--- src/rtl/sdram_arbiter.sv ---
// Two-port round-robin arbiter in front of a single-access SDRAM controller.
// Only one access is outstanding at a time. Completion is detected on the
// rising edge of the controller's done levels. A stalled access is aborted
// after TIMEOUT cycles and reported with err.
module sdram_arbiter #(
    parameter int unsigned INIT_WAIT = 16400,
    parameter int unsigned TIMEOUT   = 64
) (
    input  logic        CLOCK_50,
    input  logic        rst,

    input  logic [23:0] p0_addr,
    input  logic        p0_rd,
    input  logic        p0_wr,
    input  logic [31:0] p0_wdata,
    output logic [31:0] p0_rdata,
    output logic        p0_ack,
    output logic        p0_err,

    input  logic [23:0] p1_addr,
    input  logic        p1_rd,
    input  logic        p1_wr,
    input  logic [31:0] p1_wdata,
    output logic [31:0] p1_rdata,
    output logic        p1_ack,
    output logic        p1_err,

    output logic [23:0] address,
    output logic        req_read,
    output logic        req_write,
    output logic [31:0] data_in,
    input  logic [31:0] data_out,
    input  logic        data_valid,
    input  logic        write_complete
);

    localparam int unsigned IW = (INIT_WAIT < 2) ? 1 : $clog2(INIT_WAIT + 1);
    localparam int unsigned TW = (TIMEOUT < 2) ? 1 : $clog2(TIMEOUT + 1);

    typedef enum logic [2:0] {
        S_INIT,
        S_IDLE,
        S_ISSUE,
        S_WAIT,
        S_RESP
    } state_t;

    state_t          state;
    logic [IW-1:0]   init_cnt;
    logic [TW-1:0]   to_cnt;
    logic            owner;        // 0 = port 0, 1 = port 1
    logic            op_rd;        // latched operation of the current access
    logic            last_served;  // port acked most recently
    logic            dv_prev;
    logic            wc_prev;

    logic            req0;
    logic            req1;
    logic            pick1;
    logic            pick_rd;
    logic            done;
    logic            init_done;
    logic            timed_out;

    // Request decode and round-robin pick: the port not served last wins a tie.
    assign req0      = p0_rd | p0_wr;
    assign req1      = p1_rd | p1_wr;
    assign pick1     = req1 & (~req0 | ~last_served);
    assign pick_rd   = pick1 ? p1_rd : p0_rd;

    // Completion is an edge of the signal matching the op; the other is ignored.
    assign done      = op_rd ? (data_valid & ~dv_prev) : (write_complete & ~wc_prev);
    assign init_done = (32'(init_cnt) + 32'd1) >= INIT_WAIT;
    assign timed_out = (32'(to_cnt) + 32'd1) >= TIMEOUT;

    // Previous-value flops for completion edge detection, updated every cycle.
    always_ff @(posedge CLOCK_50) begin
        if (rst) begin
            dv_prev <= 1'b0;
            wc_prev <= 1'b0;
        end else begin
            dv_prev <= data_valid;
            wc_prev <= write_complete;
        end
    end

    // Arbitration FSM with registered controller and port outputs.
    always_ff @(posedge CLOCK_50) begin
        if (rst) begin
            state       <= S_INIT;
            init_cnt    <= '0;
            to_cnt      <= '0;
            owner       <= 1'b0;
            op_rd       <= 1'b0;
            last_served <= 1'b1;
            req_read    <= 1'b0;
            req_write   <= 1'b0;
            address     <= '0;
            data_in     <= '0;
            p0_rdata    <= '0;
            p1_rdata    <= '0;
            p0_ack      <= 1'b0;
            p1_ack      <= 1'b0;
            p0_err      <= 1'b0;
            p1_err      <= 1'b0;
        end else begin
            req_read  <= 1'b0;
            req_write <= 1'b0;
            p0_ack    <= 1'b0;
            p1_ack    <= 1'b0;
            p0_err    <= 1'b0;
            p1_err    <= 1'b0;

            case (state)
                S_INIT: begin
                    if (init_done) begin
                        state <= S_IDLE;
                    end else begin
                        init_cnt <= init_cnt + IW'(1);
                    end
                end

                S_IDLE: begin
                    if (req0 | req1) begin
                        owner     <= pick1;
                        op_rd     <= pick_rd;
                        address   <= pick1 ? p1_addr : p0_addr;
                        data_in   <= pick1 ? p1_wdata : p0_wdata;
                        req_read  <= pick_rd;
                        req_write <= ~pick_rd;
                        state     <= S_ISSUE;
                    end
                end

                S_ISSUE: begin
                    to_cnt <= '0;
                    state  <= S_WAIT;
                end

                S_WAIT: begin
                    if (done) begin
                        if (owner) begin
                            p1_ack <= 1'b1;
                            if (op_rd) p1_rdata <= data_out;
                        end else begin
                            p0_ack <= 1'b1;
                            if (op_rd) p0_rdata <= data_out;
                        end
                        state <= S_RESP;
                    end else if (timed_out) begin
                        if (owner) begin
                            p1_ack <= 1'b1;
                            p1_err <= 1'b1;
                        end else begin
                            p0_ack <= 1'b1;
                            p0_err <= 1'b1;
                        end
                        state <= S_RESP;
                    end else if (to_cnt != '1) begin
                        to_cnt <= to_cnt + TW'(1);
                    end
                end

                S_RESP: begin
                    last_served <= owner;
                    state       <= S_IDLE;
                end

                default: begin
                    state <= S_INIT;
                end
            endcase
        end
    end

endmodule

--- config.mk ---
export PLATFORM = sky130hd
export DESIGN_NAME = sdram_arbiter
export DESIGN_NICKNAME = d
export VERILOG_FILES = /design/src/rtl/sdram_arbiter.sv
export SDC_FILE = /design/constraint.sdc
export NUM_CORES = 1
export LEC_CHECK = 0
export ABC_AREA = 0
export CAP_MARGIN = 20
export CORE_MARGIN = 2
export CORE_UTILIZATION = 43
export DETAILED_ROUTE_END_ITERATION = 10
export HOLD_SLACK_MARGIN = 0.08
export PLACE_DENSITY = 0.81
export SLEW_MARGIN = 25
export SYNTH_ARGS = -nofsm -noshare
export SYNTH_HDL_FRONTEND = slang
export SYNTH_SLANG_ARGS = --single-unit
--- constraint.sdc ---
create_clock -name CLOCK_50 -period 3.2 [get_ports CLOCK_50]
set_input_delay 0.8 -clock CLOCK_50 [delete_from_list [all_inputs] [get_ports CLOCK_50]]
set_output_delay 0.8 -clock CLOCK_50 [all_outputs]
set_load 0.01 [all_outputs]
==> impl_metrics.yaml, run 1 <==
outcome:
  status: "complete, no violations"
setup_path:
  critPathArrivalTime_ns: 2.95
  required_ns: 3.51
  critPathKind: "reg -> reg"
  reg2reg_slack_ns: 0.56
  crit_start: "init_cnt[5]$_SDFFE_PP0P_"
  worstPathMaxFanout: 17
  cp-end-kind: "flip-flop"
  crit_end: "init_cnt[5]$_SDFFE_PP0P_"
  reg2reg_from: "init_cnt[5]$_SDFFE_PP0P_"
  ff2ff_path_depth: 6
  reg2reg_to: "init_cnt[5]$_SDFFE_PP0P_"
  cp-start-kind: "flip-flop"
power:
  pwr_density_cell_nw_per_um2: 427
  p_leak_uw: 0.00371
  power_uw: 4350
  vdd_drop_max_mv: 0.363
synthesis:
  synth_fp_nets: 933
  ys.flop_type: "dfxtp_1"
  avgSynthCellArea_um2: 8.57
  synth_edf_count: 0
  ys_ff_latch: 156
  seq_area_frac_synth_pct: 46.9
  ys_warn_count: 0
  syn_inst: 778
  syn_area_um2: 6670
  async_flop_share_pct: 0
  synth_cell_types: 57
final_layout:
  antennaDiodeCount: 0
  layout_common_cells: "276 x clkdlybuf4s50_1, 156 x dfxtp_1, 152 x nand2_1"
  fillers: 1229
  area_growth_pct: 52.7
  instances_no_fill: 1228
  fin_nets: 1182
  mostFrequentLayoutCell: "clkdlybuf4s50_1"
  fin_util_pct: 67.0
  drive_above_1_share_pct: 6.63
clock_tree:
  cts-root-buf: "clkbuf_16"
  insertion_delay_ns: 0.42
  postCtsResizedCells: 0
  cts_buffers: 17
  cts_setup_buffers: 0
  cts_max_path_buffers: 2
  hold_buffers: 0
  cts_tree: "built"
  cts.reportedPaths.clkPinSlew_ns: 0.06
  cts.sinks: 156
  htree_levels: 4
route:
  wl_um: 19600
  ant_nets: 0
  first_pass_iters: 4
  wl_per_cell_um: 15.9
  drc: 0
  via_per_inst: 5.21
  first_iter_violations: 255
  vias: 6401
timing:
  relSlewSlack_pct: 50.1
  drv_slew: 0
  period_minus_slack_ns: 2.64
  min_period_over_period_pct: 82.6
  setup_tns_ns: 0
  finClkSkew_ns: 0.0110
  fin_hold_ws_ns: 0.452
  finalHoldViolCount: 0
  worst-slew-pin-transition_ns: 0.748
  grt_setup_unrepaired: "no"
  setup_viol: 0
  fmax_mhz: 378
floorplan:
  die_x_um: 129
  dieArea_um2: 16500
  start_util_pct: 43.8
  coreArea_um2: 15200
  fp.dieH_um: 129
  rows: 45
  ios: 278
global_route:
  track_usage_pct: 23.4
  grt_overflow: 0
  grt_pass1_wl_um: 30500
  grt_pass1_vias: 5964
  grt_max_degree: 115
  antenna_found_initial: 0
min_path:
  holdPathStages: 2
  min_path_type: "reg -> reg"
placement:
  gp_congestion: 0.850
  hpwlAfterDp_um: 13800
  io_buffers: 277
  dp_cells: 1196
job:
  cap_violations: 0
where the power goes:
part | total (uW) | switching (uW) | internal (uW)
sequential | 1950 | 6.89 | 1950
combinational | 333 | 119 | 214
clock | 2070 | 856 | 1210
total | 4350 | 982 | 3370
worst min-delay path by stage:
| stage | startpoint | end | slack, ns |
|---|---|---|---|
| after floorplan | to_cnt[5]$_SDFFE_PP0P_ | to_cnt[5]$_SDFFE_PP0P_ | 0.43 |
| after global placement | p1_rdata[24]$_SDFFE_PP0P_ | p1_rdata[24]$_SDFFE_PP0P_ | 0.44 |
| after detailed placement | p1_rdata[13]$_SDFFE_PP0P_ | p1_rdata[13]$_SDFFE_PP0P_ | 0.45 |
| after CTS | p1_rdata[13]$_SDFFE_PP0P_ | p1_rdata[13]$_SDFFE_PP0P_ | 0.46 |
| after global routing | p1_rdata[4]$_SDFFE_PP0P_ | p1_rdata[4]$_SDFFE_PP0P_ | 0.47 |
| final | p1_rdata[18]$_SDFFE_PP0P_ | p1_rdata[18]$_SDFFE_PP0P_ | 0.45 |
cell type report:
type                    count  area (um2)  share of cell area, %
inverters                  10        37.5                  0.369
flip-flops and latches    156        3120                   30.7
multi-input cells         551        3260                   32.1
clock inverters            13         155                   1.52
repair buffers            291        2910                   28.6
clock buffers              19         453                   4.45
well taps                 188         235                   2.31
flip-flops by register name (all words and copies together), names as in the netlist, 3 cells and up:
register and cells:
data_in 32, address 24, state 3, to_cnt 7, p0_rdata 32, p1_rdata 32, init_cnt 15
layer usage:
layer / GRT usage [%] / wire length (um)
met5: 0 / 0
met4: 10.7 / 698
met3: 7.28 / 1430
met2: 38.4 / 9140
met1: 28.3 / 8300
synthesized netlist by cell type (6+ instances only):
cell type  instances  area (um2)
dfxtp_1          156        3120
inv_1             10        37.5
nor2b_1            8        50.1
buf_2              6        30.0
buf_1             13        48.8
clkbuf_1          38         143
nor2_1            80         300
a211oi_1          56         420
nor3_1            15        75.1
nand3_1            9        45.0
a21oi_1           73         365
nand2_1          152         571
mux2i_1           59         591
o21ai_0            8        40.0
and3_1             8        50.1
worst max-delay path: stages (launching register included):
cell and delay [ns]:
dfxtp_1 0.45, nand4_2 0.34, nor4_2 0.39, mux2i_1 0.20, and2_1 0.56, o2111ai_1 0.24
mux2_1 0.34
metrics by stage:
stage                     worst slack, ns  cell area [um2]
after floorplan                     0.959             6670
after global placement              0.498             9570
after detailed placement            0.409             9570
after CTS                           0.541            10200
after global routing                0.321            10200
final                               0.558            10200
logic make-up after synthesis:
logic type | Yosys count | synth area share [%]
xor gates and xnor gates | 2 | 0.263
DFF | 156 | 46.9
and+or+nand+nor | 310 | 20.8
buffers and inverters | 71 | 4.56
adders and majority gates | 3 | 0.563
muxes | 65 | 9.87
AOI/OAI and AO/OA | 171 | 17.1
No activity file was read; power rests on OpenSTA's default activity.
==> run 2, diff against run 1 <==
==> constraint.sdc (replaced) <==
create_clock -name CLOCK_50 -period 2.6 [get_ports CLOCK_50]
set_input_delay 0.65 -clock CLOCK_50 [delete_from_list [all_inputs] [get_ports CLOCK_50]]
set_output_delay 0.65 -clock CLOCK_50 [all_outputs]
set_load 0.01 [all_outputs]
==> run 2 against run 1 <==
Worst setup slack worse by 0.35 ns. Count of clock-buffer cells in the layout stayed put. Final area is 1.6% higher. Clock power is 14% higher. Flip-flop and latch count stayed put. First-iteration DRC count is 17% higher. Total power is 19% higher. Fmax is 10% higher. Die area stayed put. Critical path type unchanged.
==> impl_metrics.yaml, run 2 (synthesized netlist as in run 1, its figures left out) <==
setup_path:
  reg2reg_from: "init_cnt[0]$_SDFFE_PP0P_"
  critPathArrivalTime_ns: 2.71
  ff2ff_path_depth: 7
  required_ns: 2.91
  cp-end-kind: "flip-flop"
  critPathKind: "reg -> reg"
  crit_start: "init_cnt[0]$_SDFFE_PP0P_"
  worstPathMaxFanout: 16
  reg2reg_to: "init_cnt[5]$_SDFFE_PP0P_"
  cp-start-kind: "flip-flop"
  reg2reg_slack_ns: 0.20
  crit_end: "init_cnt[5]$_SDFFE_PP0P_"
floorplan:
  die_x_um: 129
  fp.dieH_um: 129
  coreArea_um2: 15200
  dieArea_um2: 16500
  ios: 278
  start_util_pct: 43.8
  rows: 45
placement:
  io_buffers: 277
  hpwlAfterDp_um: 14400
  dpl_cell_area_um2: 9760
  gp_congestion: 0.817
final_layout:
  layout_common_cells: "276 x clkdlybuf4s50_1, 155 x dfxtp_1, 152 x nand2_1"
  drive_above_1_share_pct: 8.14
  largestRegisters: "data_in x32, p0_rdata x32, p1_rdata x32"
  fin_area_um2: 10300
  mostFrequentLayoutCell: "clkdlybuf4s50_1"
  fin_util_pct: 68.0
  fin_nets: 1198
  antennaDiodeCount: 0
  fillers: 1224
  area_growth_pct: 55.1
min_path:
  min_path_type: "reg -> reg"
route:
  wl_per_cell_um: 16.0
  drc: 0
  vias: 6537
  ant_nets: 0
  first_iter_violations: 298
  wl_um: 19900
  first_pass_iters: 5
  via_per_inst: 5.25
timing:
  finalHoldViolCount: 0
  setup_viol: 0
  fmax_mhz: 417
  period_minus_slack_ns: 2.40
  finClkSkew_ns: 0.00993
  min_period_over_period_pct: 92.2
  relSlewSlack_pct: 68.8
  drv_slew: 0
  grt_setup_unrepaired: "no"
  worst-slew-pin-transition_ns: 0.466
  setup_tns_ns: 0
global_route:
  track_usage_pct: 23.6
  grt_pass1_wl_um: 30600
  grt_overflow: 0
  grt_pass1_vias: 6065
  grt_max_degree: 62
  antenna_found_initial: 0
power:
  p_leak_uw: 0.00382
  pwr_density_cell_nw_per_um2: 502
  vdd_drop_max_mv: 0.455
  power_uw: 5190
clock_tree:
  cts-root-buf: "clkbuf_16"
  insertion_delay_ns: 0.43
  cts.reportedPaths.clkPinSlew_ns: 0.07
  htree_levels: 4
  cts_max_path_buffers: 2
  cts_buffers: 17
  cts.sinks: 156
  cts_tree: "built"
job:
  cap_violations: 0
outcome:
  status: "complete, no violations"
[run 2: cell types whose count changed in the layout (fill, tap and decap cells not counted), moves of 2 or more]
cell and change:
buf_12 +5, inv_6 +3, clkinvlp_4 -4, clkinv_4 +2, buf_4 +11, bufinv_16 -2
[run 2: worst min-delay path by stage]
stage,from,endpoint,depth (start not counted)
after detailed placement,p1_rdata[13]$_SDFFE_PP0P_,p1_rdata[13]$_SDFFE_PP0P_,2
final,p1_rdata[16]$_SDFFE_PP0P_,p1_rdata[16]$_SDFFE_PP0P_,2
after global routing,p1_rdata[13]$_SDFFE_PP0P_,p1_rdata[13]$_SDFFE_PP0P_,2
after global placement,p0_rdata[5]$_SDFFE_PP0P_,p0_rdata[5]$_SDFFE_PP0P_,2
after CTS,p0_rdata[15]$_SDFFE_PP0P_,p0_rdata[15]$_SDFFE_PP0P_,2
after floorplan,to_cnt[5]$_SDFFE_PP0P_,to_cnt[5]$_SDFFE_PP0P_,1
[run 2: timing repair]
action / in CTS / in global routing
hold buffers: 0 / 0
setup endpoints to repair: 0 / 7
resized for setup: 0 / 5
buffers inserted: 0 / 0
[run 2: cell type report]
| cell class | instances | area, um2 | area share, % |
|---|---|---|---|
| clock buffer | 19 | 443 | 4.28 |
| sequential | 156 | 3120 | 30.2 |
| tap | 188 | 235 | 2.27 |
| timing repair buffer | 307 | 3100 | 29.9 |
| multi-input combinational | 551 | 3280 | 31.8 |
| inverter | 10 | 37.5 | 0.363 |
| clock inverter | 13 | 120 | 1.16 |
[run 2: power breakdown]
part | internal [uW] | switching, uW
sequential | 2400 | 8.57
combinational | 270 | 149
clock | 1290 | 1080
[run 2: per-layer routing]
| layer | up-vias | part of all wire, % | track usage, % |
|---|---|---|---|
| met5 | - | 0 | 0 |
| met4 | 0 | 2.7 | 9.91 |
| met3 | 34 | 7.9 | 7.48 |
| met2 | 244 | 48 | 39.9 |
| met1 | 3007 | 41 | 27.7 |
| li1 | 3252 | - | - |
[run 2: critical path: stages (launching register included)]
cell       delay [ns]
dfxtp_1          0.41
ha_1             0.26
nand2_1          0.14
a2111oi_1        0.36
o2111a_1         0.28
and4_4           0.37
o2111ai_1        0.14
mux2_1           0.32
[run 2: through the flow]
stage	cells	worst slack (ns)	hold WS, ns
floorplan	778	0.370	0.428
global placement	1212	0.216	0.441
detailed placement	1212	0.115	0.446
CTS	1244	0.162	0.455
global route	1244	0.000203	0.470
finish	1244	0.203	0.455
